[config.mk]
export PLATFORM = sky130hd
export DESIGN_NAME = uart_boot_loader
export DESIGN_NICKNAME = d
export VERILOG_FILES = /design/src/rtl/uart_boot_loader.sv
export SDC_FILE = /design/constraint.sdc
export NUM_CORES = 1
export LEC_CHECK = 0
export BUFFER_PORTS_ARGS = -buffer_cell sky130_fd_sc_hd__buf_2
export CAP_MARGIN = 20
export CORE_MARGIN = 2
export CORE_UTILIZATION = 40
export CTS_CLUSTER_DIAMETER = 200
export DETAILED_ROUTE_END_ITERATION = 6
export MAX_ROUTING_LAYER = met4
export SETUP_SLACK_MARGIN = 0.4
export SYNTH_ARGS = -nofsm -noshare
export SYNTH_HDL_FRONTEND = slang
export SYNTH_SLANG_ARGS = --single-unit
export TNS_END_PERCENT = 30
[constraint.sdc]
create_clock -name CLK -period 2.6 [get_ports CLK]
set_input_delay 0.13 -clock CLK [delete_from_list [all_inputs] [get_ports CLK]]
set_output_delay 0.13 -clock CLK [all_outputs]
set_load 0.01 [all_outputs]
[src/rtl/uart_boot_loader.sv]
// UART boot loader: receives a length-prefixed, XOR-checksummed program image over an 8N1 serial
// line, writes it word by word into instruction memory and releases the core once it has verified.
module uart_boot_loader #(
  parameter int unsigned CLKS_PER_BIT = 104,
  parameter int unsigned ADDR_W       = 10
) (
  input  logic              CLK,
  input  logic              RST,
  input  logic              UART_RX,
  output logic              Core_RST,
  output logic              IMEM_W_En,
  output logic [ADDR_W-1:0] IMEM_W_Addr,
  output logic [31:0]       IMEM_W_Data,
  output logic              Load_Done,
  output logic              Load_Err
);

  localparam int unsigned      CNT_W     = $clog2(CLKS_PER_BIT);
  localparam logic [CNT_W-1:0] BIT_LAST  = CNT_W'(CLKS_PER_BIT - 1);
  localparam logic [CNT_W-1:0] HALF_LAST = CNT_W'(CLKS_PER_BIT / 2 - 1);
  localparam logic [16:0]      MAX_WORDS = 17'(2 ** ADDR_W);
  localparam logic [7:0]       HEADER    = 8'hA5;

  typedef enum logic [1:0] {RX_IDLE, RX_START, RX_DATA, RX_STOP} rx_state_t;
  typedef enum logic [2:0] {S_IDLE, S_LEN_LO, S_LEN_HI, S_DATA, S_CSUM, S_DONE, S_ERR} state_t;

  rx_state_t        rx_state, rx_next;
  logic             rx_meta, rx_sync, rx_prev;
  logic [CNT_W-1:0] clk_cnt;
  logic [2:0]       bit_idx;
  logic [7:0]       rx_shift;
  logic             byte_valid, frame_err;

  state_t           state, state_next;
  logic [7:0]       len_lo;
  logic [15:0]      len_word;
  logic [15:0]      word_total;
  logic [16:0]      word_cnt;
  logic [1:0]       byte_k;
  logic [7:0]       run_xor;
  logic [23:0]      word_sr;
  logic             last_word;

  // RX front end

  always_ff @(posedge CLK) begin
    if (RST) begin
      rx_meta <= 1'b1;
      rx_sync <= 1'b1;
      rx_prev <= 1'b1;
    end else begin
      rx_meta <= UART_RX;
      rx_sync <= rx_meta;
      rx_prev <= rx_sync;
    end
  end

  always_comb begin
    rx_next = rx_state;
    case (rx_state)
      RX_IDLE:  if (rx_prev && !rx_sync) rx_next = RX_START;
      RX_START: if (clk_cnt == HALF_LAST) rx_next = rx_sync ? RX_IDLE : RX_DATA;
      RX_DATA:  if (clk_cnt == BIT_LAST && bit_idx == 3'd7) rx_next = RX_STOP;
      RX_STOP:  if (clk_cnt == BIT_LAST) rx_next = RX_IDLE;
      default:  rx_next = RX_IDLE;
    endcase
  end

  // The counter restarts at every state change, so after the start-bit midpoint each
  // BIT_LAST terminal count lands in the middle of the next bit.
  always_ff @(posedge CLK) begin
    if (RST) begin
      rx_state   <= RX_IDLE;
      clk_cnt    <= '0;
      bit_idx    <= '0;
      rx_shift   <= '0;
      byte_valid <= 1'b0;
      frame_err  <= 1'b0;
    end else begin
      rx_state   <= rx_next;
      byte_valid <= 1'b0;
      frame_err  <= 1'b0;
      if (rx_state == RX_IDLE || rx_next != rx_state || clk_cnt == BIT_LAST)
        clk_cnt <= '0;
      else
        clk_cnt <= clk_cnt + 1'b1;
      if (rx_state == RX_START)
        bit_idx <= '0;
      if (rx_state == RX_DATA && clk_cnt == BIT_LAST) begin
        rx_shift <= {rx_sync, rx_shift[7:1]};
        bit_idx  <= bit_idx + 1'b1;
      end
      if (rx_state == RX_STOP && clk_cnt == BIT_LAST) begin
        byte_valid <= 1'b1;
        frame_err  <= !rx_sync;
      end
    end
  end

  // Loader FSM

  assign len_word  = {rx_shift, len_lo};
  assign last_word = (word_cnt + 17'd1) == {1'b0, word_total};

  always_comb begin
    state_next = state;
    if (frame_err && (state inside {S_LEN_LO, S_LEN_HI, S_DATA, S_CSUM})) begin
      state_next = S_ERR;
    end else if (byte_valid && !frame_err) begin
      case (state)
        S_IDLE, S_ERR: if (rx_shift == HEADER) state_next = S_LEN_LO;
        S_LEN_LO:      state_next = S_LEN_HI;
        S_LEN_HI: begin
          if ({1'b0, len_word} > MAX_WORDS) state_next = S_ERR;
          else if (len_word == '0)          state_next = S_CSUM;
          else                              state_next = S_DATA;
        end
        S_DATA:        if (byte_k == 2'd3 && last_word) state_next = S_CSUM;
        S_CSUM:        state_next = (rx_shift == run_xor) ? S_DONE : S_ERR;
        default:       state_next = state;
      endcase
    end
  end

  always_ff @(posedge CLK) begin
    if (RST) begin
      state       <= S_IDLE;
      len_lo      <= '0;
      word_total  <= '0;
      word_cnt    <= '0;
      byte_k      <= '0;
      run_xor     <= '0;
      word_sr     <= '0;
      IMEM_W_En   <= 1'b0;
      IMEM_W_Addr <= '0;
      IMEM_W_Data <= '0;
      Core_RST    <= 1'b1;
      Load_Done   <= 1'b0;
      Load_Err    <= 1'b0;
    end else begin
      state     <= state_next;
      IMEM_W_En <= 1'b0;
      if (IMEM_W_En)
        IMEM_W_Addr <= IMEM_W_Addr + 1'b1;
      if (byte_valid && !frame_err) begin
        case (state)
          S_LEN_LO: len_lo <= rx_shift;
          S_LEN_HI: begin
            word_total  <= len_word;
            word_cnt    <= '0;
            byte_k      <= '0;
            run_xor     <= '0;
            IMEM_W_Addr <= '0;
          end
          S_DATA: begin
            word_sr <= {rx_shift, word_sr[23:8]};
            run_xor <= run_xor ^ rx_shift;
            byte_k  <= byte_k + 1'b1;
            if (byte_k == 2'd3) begin
              IMEM_W_En   <= 1'b1;
              IMEM_W_Data <= {rx_shift, word_sr};
              word_cnt    <= word_cnt + 1'b1;
            end
          end
          default: ;
        endcase
      end
      Core_RST  <= (state_next != S_DONE);
      Load_Done <= (state_next == S_DONE);
      Load_Err  <= (state_next == S_ERR);
    end
  end

endmodule
==> results.md, run 1 <==
- Status: finished, final reports clean
- Part of the Yosys area used for sequential elements: 0.4571
- Worst Hold Class: input pin to flip-flop
- Hold_ws: 0.1861 ns
- Clock Path Buffers: 2
- Critical-path cell list: ha_4 -> nand4_1 -> or4_4 -> mux2i_2 -> a22oi_2 -> a2111oi_4 -> nand2_1 -> a41o_1 -> and3_1
- Worst Hold End: word_cnt[5]$_SDFFE_PP0P_
- Slowest CP cell: or4_4
- Drt drc: 0
- Top cell family by delay on the critical path: simple AND/OR/NAND/NOR gates
- Antenna violations before repair: 0
- Grt ovf: 0
- Remaining antenna violation count: 0
- Clock transition at path regs: approximately 0.060 ns
- Drt pass-1 iters: 5
- Fraction of layout cells with a size suffix above 1: 0.1851
- Uppermost routed layer: met4
- Vias in the first global route: between 5000 and 6000
- TritonCTS buffer count: 17
- Flop pwr share: 0.484
- Metal2 WL: 7.359 mm
- Total power: approximately 4.7 mW
- Port buffer count: 48
- Clock Root Buffer: clkbuf_16
- Startpoint type of the worst setup path: flip-flop
- Pin count of the biggest net entering global routing: 50
- Cell area after synthesis: 6526 sq um
- Maximum fanout along the worst path: 4
- Number of I/O pins: between 40 and 50
- Worst-Margin Slew: roughly 0.55 ns
- Max-slew violations: 0
- Mapped Nets: around 840
- Endpoints failing hold: 0
- Cell area power density: 600.2 nW/um^2
- Initial drt markers: 460
- Sw Ratio: 0.2133
- Buf/Inv on CP: 0
- Max Cap Violations: 0
- Met1 wire length: between 7 and 8 mm
- Worst r2r path cells: 9
- Post-synthesis cell count: between 800 and 900
- Dpl ws: roughly 0.011 ns
- Via count: approximately 5700
- RSZ-0062 raised after global routing: true
- Max frequency: between 300 and 400 MHz
- Width of the die: between 100 and 150 um
- Async set-reset flop share out of synthesis: 0
- Die area: 17350 sq um
- Min setup slack post-route: around 0.09 ns
- Logic pwr share: 0.010
- Synthesis-stage register bit count: ~150
- Core box area: around 16000 sq um
- WL/cell: approximately 14 um
- Half-perimeter wire length after placement: 10.51 mm
- Area growth from synthesis to layout: 20.80%
- TritonCTS clock tree: done
- Gr usage total: 0.1916
- Synthesized area per cell: slightly below 8 sq um
- WHS Path Cells: 2
- First-pass GRT wire length: 26.52 mm
- Hold_sp: RST
- Psw: ~1.0 mW
- Netlist cell types: 52
- Post-synth top flop: dfxtp_1
- Clock sinks: between 100 and 150
- Gp weighted congestion: ~0.87
- Internal: ~3.7 mW
- Slew margin rel.: 0.6345
- Dpl cell area: around 7200 sq um
- Diode count: 0
- Starting Density: 0.4094
- Min Tclk post-route: ~2.5 ns
- Critical path type: flip-flop to flip-flop
- Layout Skew: approximately 0.007 ns
- Clock power share: 0.506
- Met3 wire len: between 500 and 600 um
- Worst r2r src: word_cnt[1]$_SDFFE_PP0P_
- Total Nets Final: slightly below 900
- Clk_lat worst skew: roughly 0.41 ns
- Critical Path RT: 2.91 ns
- Peak VDD IR: about 0.42 mV
- Vias per Instance: 5.111
- Leak Pwr: a little over 3 nW
- Crit. End Element: flip-flop
- Number of synthesized flops with an enable pin: 0
- Final period utilization: 0.9646
- Arrival time at the worst endpoint: ~2.8 ns
- Reg2reg setup slack: around 0.09 ns
- Total Wirelength: 15.75 mm
- Synth warnings: 0
- # H-tree levels: 4
- Worst R2R End: Load_Done$_SDFF_PP0_
- Fin area: slightly below 8000 sq um
- Die height: approximately 130 um
- Crit-path max cell delay: about 0.48 ns
- Final setup viols: 0
- Num rows: 46
state kept, by name, summed over array words and instances (netlist names), 2 cells and up:
signal       count
IMEM_W_Addr     10
clk_cnt          7
word_sr         24
state            3
byte_k           2
bit_idx          3
IMEM_W_Data     32
word_total      16
len_lo           8
word_cnt        17
rx_state         2
rx_shift         8
run_xor          8
cell usage after synthesis (5+ instances only):
master,instances,area [sq um]
a21oi_1,104,520.5
and3_1,9,56.30
clkbuf_1,49,183.9
dfxtp_1,149,2983
ha_1,6,75.07
inv_1,9,33.78
mux2i_1,12,120.1
nand2_1,190,713.2
nand3_1,23,115.1
nand4_1,8,50.05
nor2_1,78,292.8
nor2b_1,5,31.28
nor3_1,12,60.06
nor4_1,6,37.54
o21a_1,8,60.06
o21ai_0,40,200.2
or3_1,5,31.28
or4_1,5,37.54
xnor2_1,23,201.4
xor2_1,20,175.2
how the worst max path moves through the flow:
stage                                        start  depth (start not counted)  slack [ns]              endpoint
after floorplan           word_cnt[0]$_SDFFE_PP0P_                         11        0.18  Load_Done$_SDFF_PP0_
after global placement    word_cnt[1]$_SDFFE_PP0P_                          8        0.04  Load_Done$_SDFF_PP0_
after detailed placement  word_cnt[1]$_SDFFE_PP0P_                          8        0.01  Load_Done$_SDFF_PP0_
after CTS                 word_cnt[1]$_SDFFE_PP0P_                          9        0.15  Load_Done$_SDFF_PP0_
after global routing      word_cnt[1]$_SDFFE_PP0P_                          9       -0.05   Load_Err$_SDFF_PP0_
final                     word_cnt[1]$_SDFFE_PP0P_                          9        0.09  Load_Done$_SDFF_PP0_
layout make-up:
cell class              count  area (sq um)
clock buffers              23         488.0
clock inverters             9         92.59
fillers                  1603          8059
inverters                   9         33.78
multi-input cells         611          3372
flip-flops and latches    149          3002
well taps                 216         270.3
repair buffers             96         625.6
cell usage in the layout, fill, tap and decap left out, types with 3 or more instances in the layout:
master | Yosys | layout
or2_2 | 4 | 4
o21ai_0 | 40 | 39
buf_2 | 4 | 47
nor2b_1 | 5 | 4
ha_1 | 6 | 5
a311oi_1 | 4 | 3
nor4_1 | 6 | 6
a31oi_1 | 4 | 4
nor3_1 | 12 | 12
nand3_1 | 23 | 21
nand4_1 | 8 | 8
a31o_2 | 3 | 3
nand2b_1 | 4 | 4
nand2_2 | 0 | 3
nand2_1 | 190 | 186
dfxtp_2 | 0 | 9
inv_1 | 9 | 9
mux2i_1 | 12 | 11
dfxtp_1 | 149 | 138
xor2_1 | 20 | 20
and2_1 | 4 | 4
clkbuf_16 | 0 | 17
a22oi_1 | 4 | 3
clkbuf_8 | 0 | 4
a21oi_1 | 104 | 103
and3_1 | 9 | 9
or3_1 | 5 | 5
buf_4 | 2 | 45
o21a_1 | 8 | 8
nor2_1 | 78 | 75
xnor2_1 | 23 | 23
nand3b_1 | 3 | 3
or4_1 | 5 | 4
routing by layer:
layer / global-route usage / up-vias
li1: - / 2914
met1: 0.2563 / 2662
met2: 0.2914 / 99
met3: 0.04652 / 14
met4: 0.04952 / 0
met5: - / -
per-stage QoR:
stage	utilization	setup TNS, ns	std cells
floorplan	-	0	826
CTS	0.4909	0	1111
global route	0.4945	-0.1046	1113
global placement	0.4494	0	1074
finish	0.4945	0	1113
detailed placement	0.4494	0	1074
power by group through the flow:
stage	Clock, mW	Combinational (mW)	Sequential, mW
6_report	2.39	0.0476	2.29
5_1_grt	2.56	0.0537	2.29
4_1_cts	2.45	0.0487	2.29
3_5_place_dp	0	0.0478	2.34
3_3_place_gp	0	0.0477	2.34
2_1_floorplan	0	0.0357	2.34
timing repair:
| item | 4_1_cts | 5_1_grt |
|---|---|---|
| resized for setup | 16 | 13 |
| hold endpoints to repair | 1 | 0 |
| setup endpoints to repair | 23 | 62 |
| cloned | 0 | 0 |
| hold buffers | 1 | 0 |
| pin swaps | 6 | 2 |
| setup buffers | 4 | 2 |
worst reg2reg max path, stage by stage (launching register included):
cell       delay, ns
dfxtp_4         0.38
ha_4            0.15
nand4_1         0.12
or4_4           0.48
mux2i_2         0.20
a22oi_2         0.12
a2111oi_4       0.40
nand2_1         0.10
a41o_1          0.29
and3_1          0.17
cells by family after synthesis:
kind of cell | after synthesis | synth area share
buffers and inverters | 66 | 0.04218
xor gates and xnor gates | 43 | 0.05771
and+or+nand+nor | 368 | 0.2538
AOI/OAI and AO/OA | 182 | 0.1593
muxes | 12 | 0.01841
adders and majority gates | 6 | 0.01150
DFF | 149 | 0.4571
No activity file was read; power rests on OpenSTA's default activity.
==> run 2: changes to the inputs <==
--- a/config.mk
+++ b/config.mk
@@ -5,12 +5,15 @@
 export SDC_FILE = /design/constraint.sdc
 export NUM_CORES = 1
 export LEC_CHECK = 0
+export ABC_AREA = 1
+export ABC_CLOCK_PERIOD_IN_PS = 2600
 export BUFFER_PORTS_ARGS = -buffer_cell sky130_fd_sc_hd__buf_2
 export CAP_MARGIN = 20
 export CORE_MARGIN = 2
 export CORE_UTILIZATION = 40
 export CTS_CLUSTER_DIAMETER = 200
 export DETAILED_ROUTE_END_ITERATION = 6
+export GPL_TIMING_DRIVEN = 1
 export MAX_ROUTING_LAYER = met4
 export SETUP_SLACK_MARGIN = 0.4
 export SYNTH_ARGS = -nofsm -noshare
==> run 2 against run 1 <==
Setup slack better by 0.40 ns. Maximum frequency up 19%. Utilization down 0.89 points. Combinational power up 40%. Die area down 1.8%. First-iteration DRC count down 14%. Count of clock-buffer cells in the layout down 2. Critical path depth up 5.
==> results.md, run 2 <==
- Initial drt markers: 395 (-14%)
- WL/cell: 13.08 um (-7.6%)
- First-pass GRT wire length: 25.23 mm (-4.9%)
- Worst-Margin Slew: 0.5995 ns (+0.05135 ns)
- TritonCTS buffer count: 17 (unchanged)
- Final period utilization: 0.8093 (-0.1553)
- Endpoints failing hold: 0 (unchanged)
- Part of the Yosys area used for sequential elements: 0.4656 (+0.008570)
- Post-synthesis cell count: 884 (+7.0%)
- Synthesis-stage register bit count: 149 (unchanged)
- Peak VDD IR: 0.4655 mV (+12%)
- Critical Path RT: 2.90 ns (about the same)
- Starting Density: 0.4062 (-0.003135)
- Cell area after synthesis: 6406 sq um (-1.8%)
- Core box area: 15770 sq um (-1.1%)
- Antenna violations before repair: 0 (unchanged)
- Most flops, register: IMEM_W_Data
- Netlist cell types: 34 (-35%)
- Commonest cells after routing, fill and taps aside: nand2_1 (193), dfxtp_1 (140), nor2_1 (98)
- Drt pass-1 iters: 5 (unchanged)
- Mapped Nets: 893 (+6.9%)
- Die area: 17040 sq um (-1.8%)
- Uppermost routed layer: met4
- Startpoint type of the worst setup path: flip-flop
- Crit. End Element: flip-flop
- Layout Skew: 0.004058 ns (-0.002930 ns)
- Die height: 130.6 um (-0.90%)
- Met1 wire length: 7.460 mm (-2.8%)
- Met3 wire len: 489 um (-16%)
- Async set-reset flop share out of synthesis: 0 (unchanged)
- Sw Ratio: 0.2053 (-0.008024)
- Half-perimeter wire length after placement: 10.38 mm (-1.2%)
- Max reg flops: 32 (unchanged)
- Number of I/O pins: 49 (unchanged)
- RSZ-0062 raised after global routing: true
- Largest area contributor in the netlist: dfxtp_1
- Max-slew violations: 0 (unchanged)
- Drt drc: 0 (unchanged)
- Clock Root Buffer: clkbuf_16
- Internal: 3.772 mW (+1.3%)
- Core Util, Final: 0.4856 (-0.008867)
- Min Tclk post-route: 2.104 ns (-0.4038 ns)
- Final setup viols: 0 (unchanged)
- Post-synth top flop: dfxtp_1
- Flop pwr share: 0.482 (-0.002)
- # H-tree levels: 4 (unchanged)
- Critical path type: flip-flop to flip-flop
- Logic pwr share: 0.014 (+0.004)
- Synthesized area per cell: 7.247 sq um (-8.3%)
- Leak Pwr: 3.194 nW (+5.5%)
- Commonest non-fill, non-tap cell in the layout: nand2_1
- Gr usage total: 0.1919 (+0.0003159)
- Vias in the first global route: 5170 (-3.2%)
- Filler cells: 1595 (-0.50%)
- Arrival time at the worst endpoint: 2.40 ns (-0.42 ns)
- Setup_tns: 0 ns (unchanged)
- Hold_ws: 0.1761 ns (-0.009977 ns)
- Clock sinks: 149 (unchanged)
- Clock Path Buffers: 2 (unchanged)
- Slew margin rel.: 0.6003 (-0.03424)
- Metal2 WL: 7.069 mm (-3.9%)
- Number of synthesized flops with an enable pin: 0 (unchanged)
- Max frequency: 475.3 MHz (+19%)
- Via count: 5722 (+0.58%)
- Status: finished, final reports clean
- Fraction of layout cells with a size suffix above 1: 0.1686 (-0.01646)
- Total Nets Final: 948 (+6.2%)
- Total Wirelength: 15.24 mm (-3.3%)
- Synth warnings: 0 (unchanged)
- Width of the die: 130.6 um (-0.90%)
- Grt ovf: 0 (unchanged)
- Area contributors post-synth: dfxtp_1 (47%), nand2_1 (12%), a21oi_1 (6.4%), nor2_1 (6.2%), nand3_1 (5.6%)
- Vias per Instance: 4.912 (-3.9%)
- Cell area power density: 619.7 nW/um^2 (+3.3%)
- Pin count of the biggest net entering global routing: 47 (-6.0%)
- Remaining antenna violation count: 0 (unchanged)
- Port buffer count: 48 (unchanged)
- Clk_lat worst skew: 0.42 ns (about the same)
- Max Cap Violations: 0 (unchanged)
- Num rows: 46 (unchanged)
- TritonCTS clock tree: done
- Largest regs: IMEM_W_Data (32), word_sr (24), word_cnt (17)
- Diode count: 0 (unchanged)
- Post-synth top area share: 0.4656 (+0.008570)
- Psw: 0.9743 mW (-3.5%)
- Area growth from synthesis to layout: 19.55%
- Worst Hold Class: input pin to flip-flop
- Clock power share: 0.504 (-0.002)
- Maximum fanout along the worst path: 6 (+2)
- Clock transition at path regs: 0.06 ns (about the same)
- Gp weighted congestion: 0.8294 (-5.0%)
- Most instantiated cells after synthesis: nand2_1 (200), dfxtp_1 (149), nor2_1 (106)
- Count leader, synth: nand2_1
==> run 2: cell count changes after synthesis, moves of 9 or more <==
cell      before  now
clkbuf_1      49   24
o21ai_0       40   65
a21oi_1      104   82
nor2_1        78  106
nand2_1      190  200
xnor2_1       23    2
and3_1         9    0
mux2i_1       12    0
nand3_1       23   72
inv_1          9   75
==> run 2: cell type report <==
| class | instances | area (sq um) | share of cell area |
|---|---|---|---|
| multi-input combinational | 624 | 3119 | 0.4073 |
| timing repair buffer | 68 | 396.6 | 0.05179 |
| sequential | 149 | 2999 | 0.3916 |
| tap | 216 | 270.3 | 0.03529 |
| clock inverter | 8 | 102.6 | 0.01340 |
| clock buffer | 21 | 470.5 | 0.06143 |
| inverter | 79 | 300.3 | 0.03921 |
==> run 2: metrics by stage <==
stage | cell area (sq um) | std cells | setup slack (ns) | total power, mW
after global routing | 7659 | 1165 | 0.2886 | 4.901
after CTS | 7462 | 1157 | 0.4007 | 4.796
after floorplan | 6406 | 884 | 0.6928 | 2.382
after detailed placement | 6872 | 1127 | 0.3766 | 2.401
after global placement | 6872 | 1127 | 0.3289 | 2.402
final | 7659 | 1165 | 0.4959 | 4.746
==> run 2: final timing paths <==
path | slack, ns | from | depth (start not counted) | to
max reg2reg | 0.50 | word_cnt[0]$_SDFFE_PP0P_ | 14 | Core_RST$_SDFF_PP1_
min | 0.18 | RST | 3 | rx_prev$_SDFF_PP1_
min reg2reg | 0.42 | rx_meta$_SDFF_PP1_ | 1 | rx_sync$_SDFF_PP1_
max | 0.50 | word_cnt[0]$_SDFFE_PP0P_ | 14 | Core_RST$_SDFF_PP1_
==> run 2: what timing repair did <==
action                     CTS  global route
pin swaps                    1            21
gates cloned                 0             0
resized for setup            3            44
setup endpoints to repair    2            68
buffers inserted             0             8
hold endpoints to repair     1             0
hold buffers                 1             0
==> run 2: worst max-delay path, cell delays in order, from the launching register on <==
cell and delay [ns]:
dfxtp_4 0.39, ha_4 0.16, nand2_4 0.06, nor2_4 0.20, buf_4 0.16, nand3_1 0.07, nand2_1 0.09, nand2_1 0.07
nand2_1 0.08, nand3_2 0.11, nor2_4 0.12, buf_4 0.12, nand3_2 0.09, a21oi_4 0.17, nand3_1 0.10
==> run 2: routing by layer <==
layer / vias to the layer above / GRT usage
met2: 80 / 0.2920
met5: - / -
met1: 2632 / 0.2577
li1: 2993 / -
met3: 17 / 0.04357
met4: 0 / 0.05319
==> run 2: power groups by stage <==
| stage | Sequential (mW) | Combinational, mW | Clock [mW] |
|---|---|---|---|
| 6_report | 2.29 | 0.0665 | 2.39 |
| 2_1_floorplan | 2.34 | 0.0434 | 0 |
| 4_1_cts | 2.29 | 0.0639 | 2.44 |
| 5_1_grt | 2.29 | 0.0742 | 2.54 |
| 3_3_place_gp | 2.34 | 0.0626 | 0 |
| 3_5_place_dp | 2.34 | 0.0623 | 0 |
==> run 2: kinds of logic after synthesis <==
kind of cell	after synthesis	synth area share
buffers and inverters	111	0.06621
AO/OA/AOI/OAI	159	0.1291
adder cells (fa/ha/maj)	6	0.01172
flip-flops	149	0.4656
AND/OR/NAND/NOR	441	0.3027
XOR/XNOR	18	0.02461
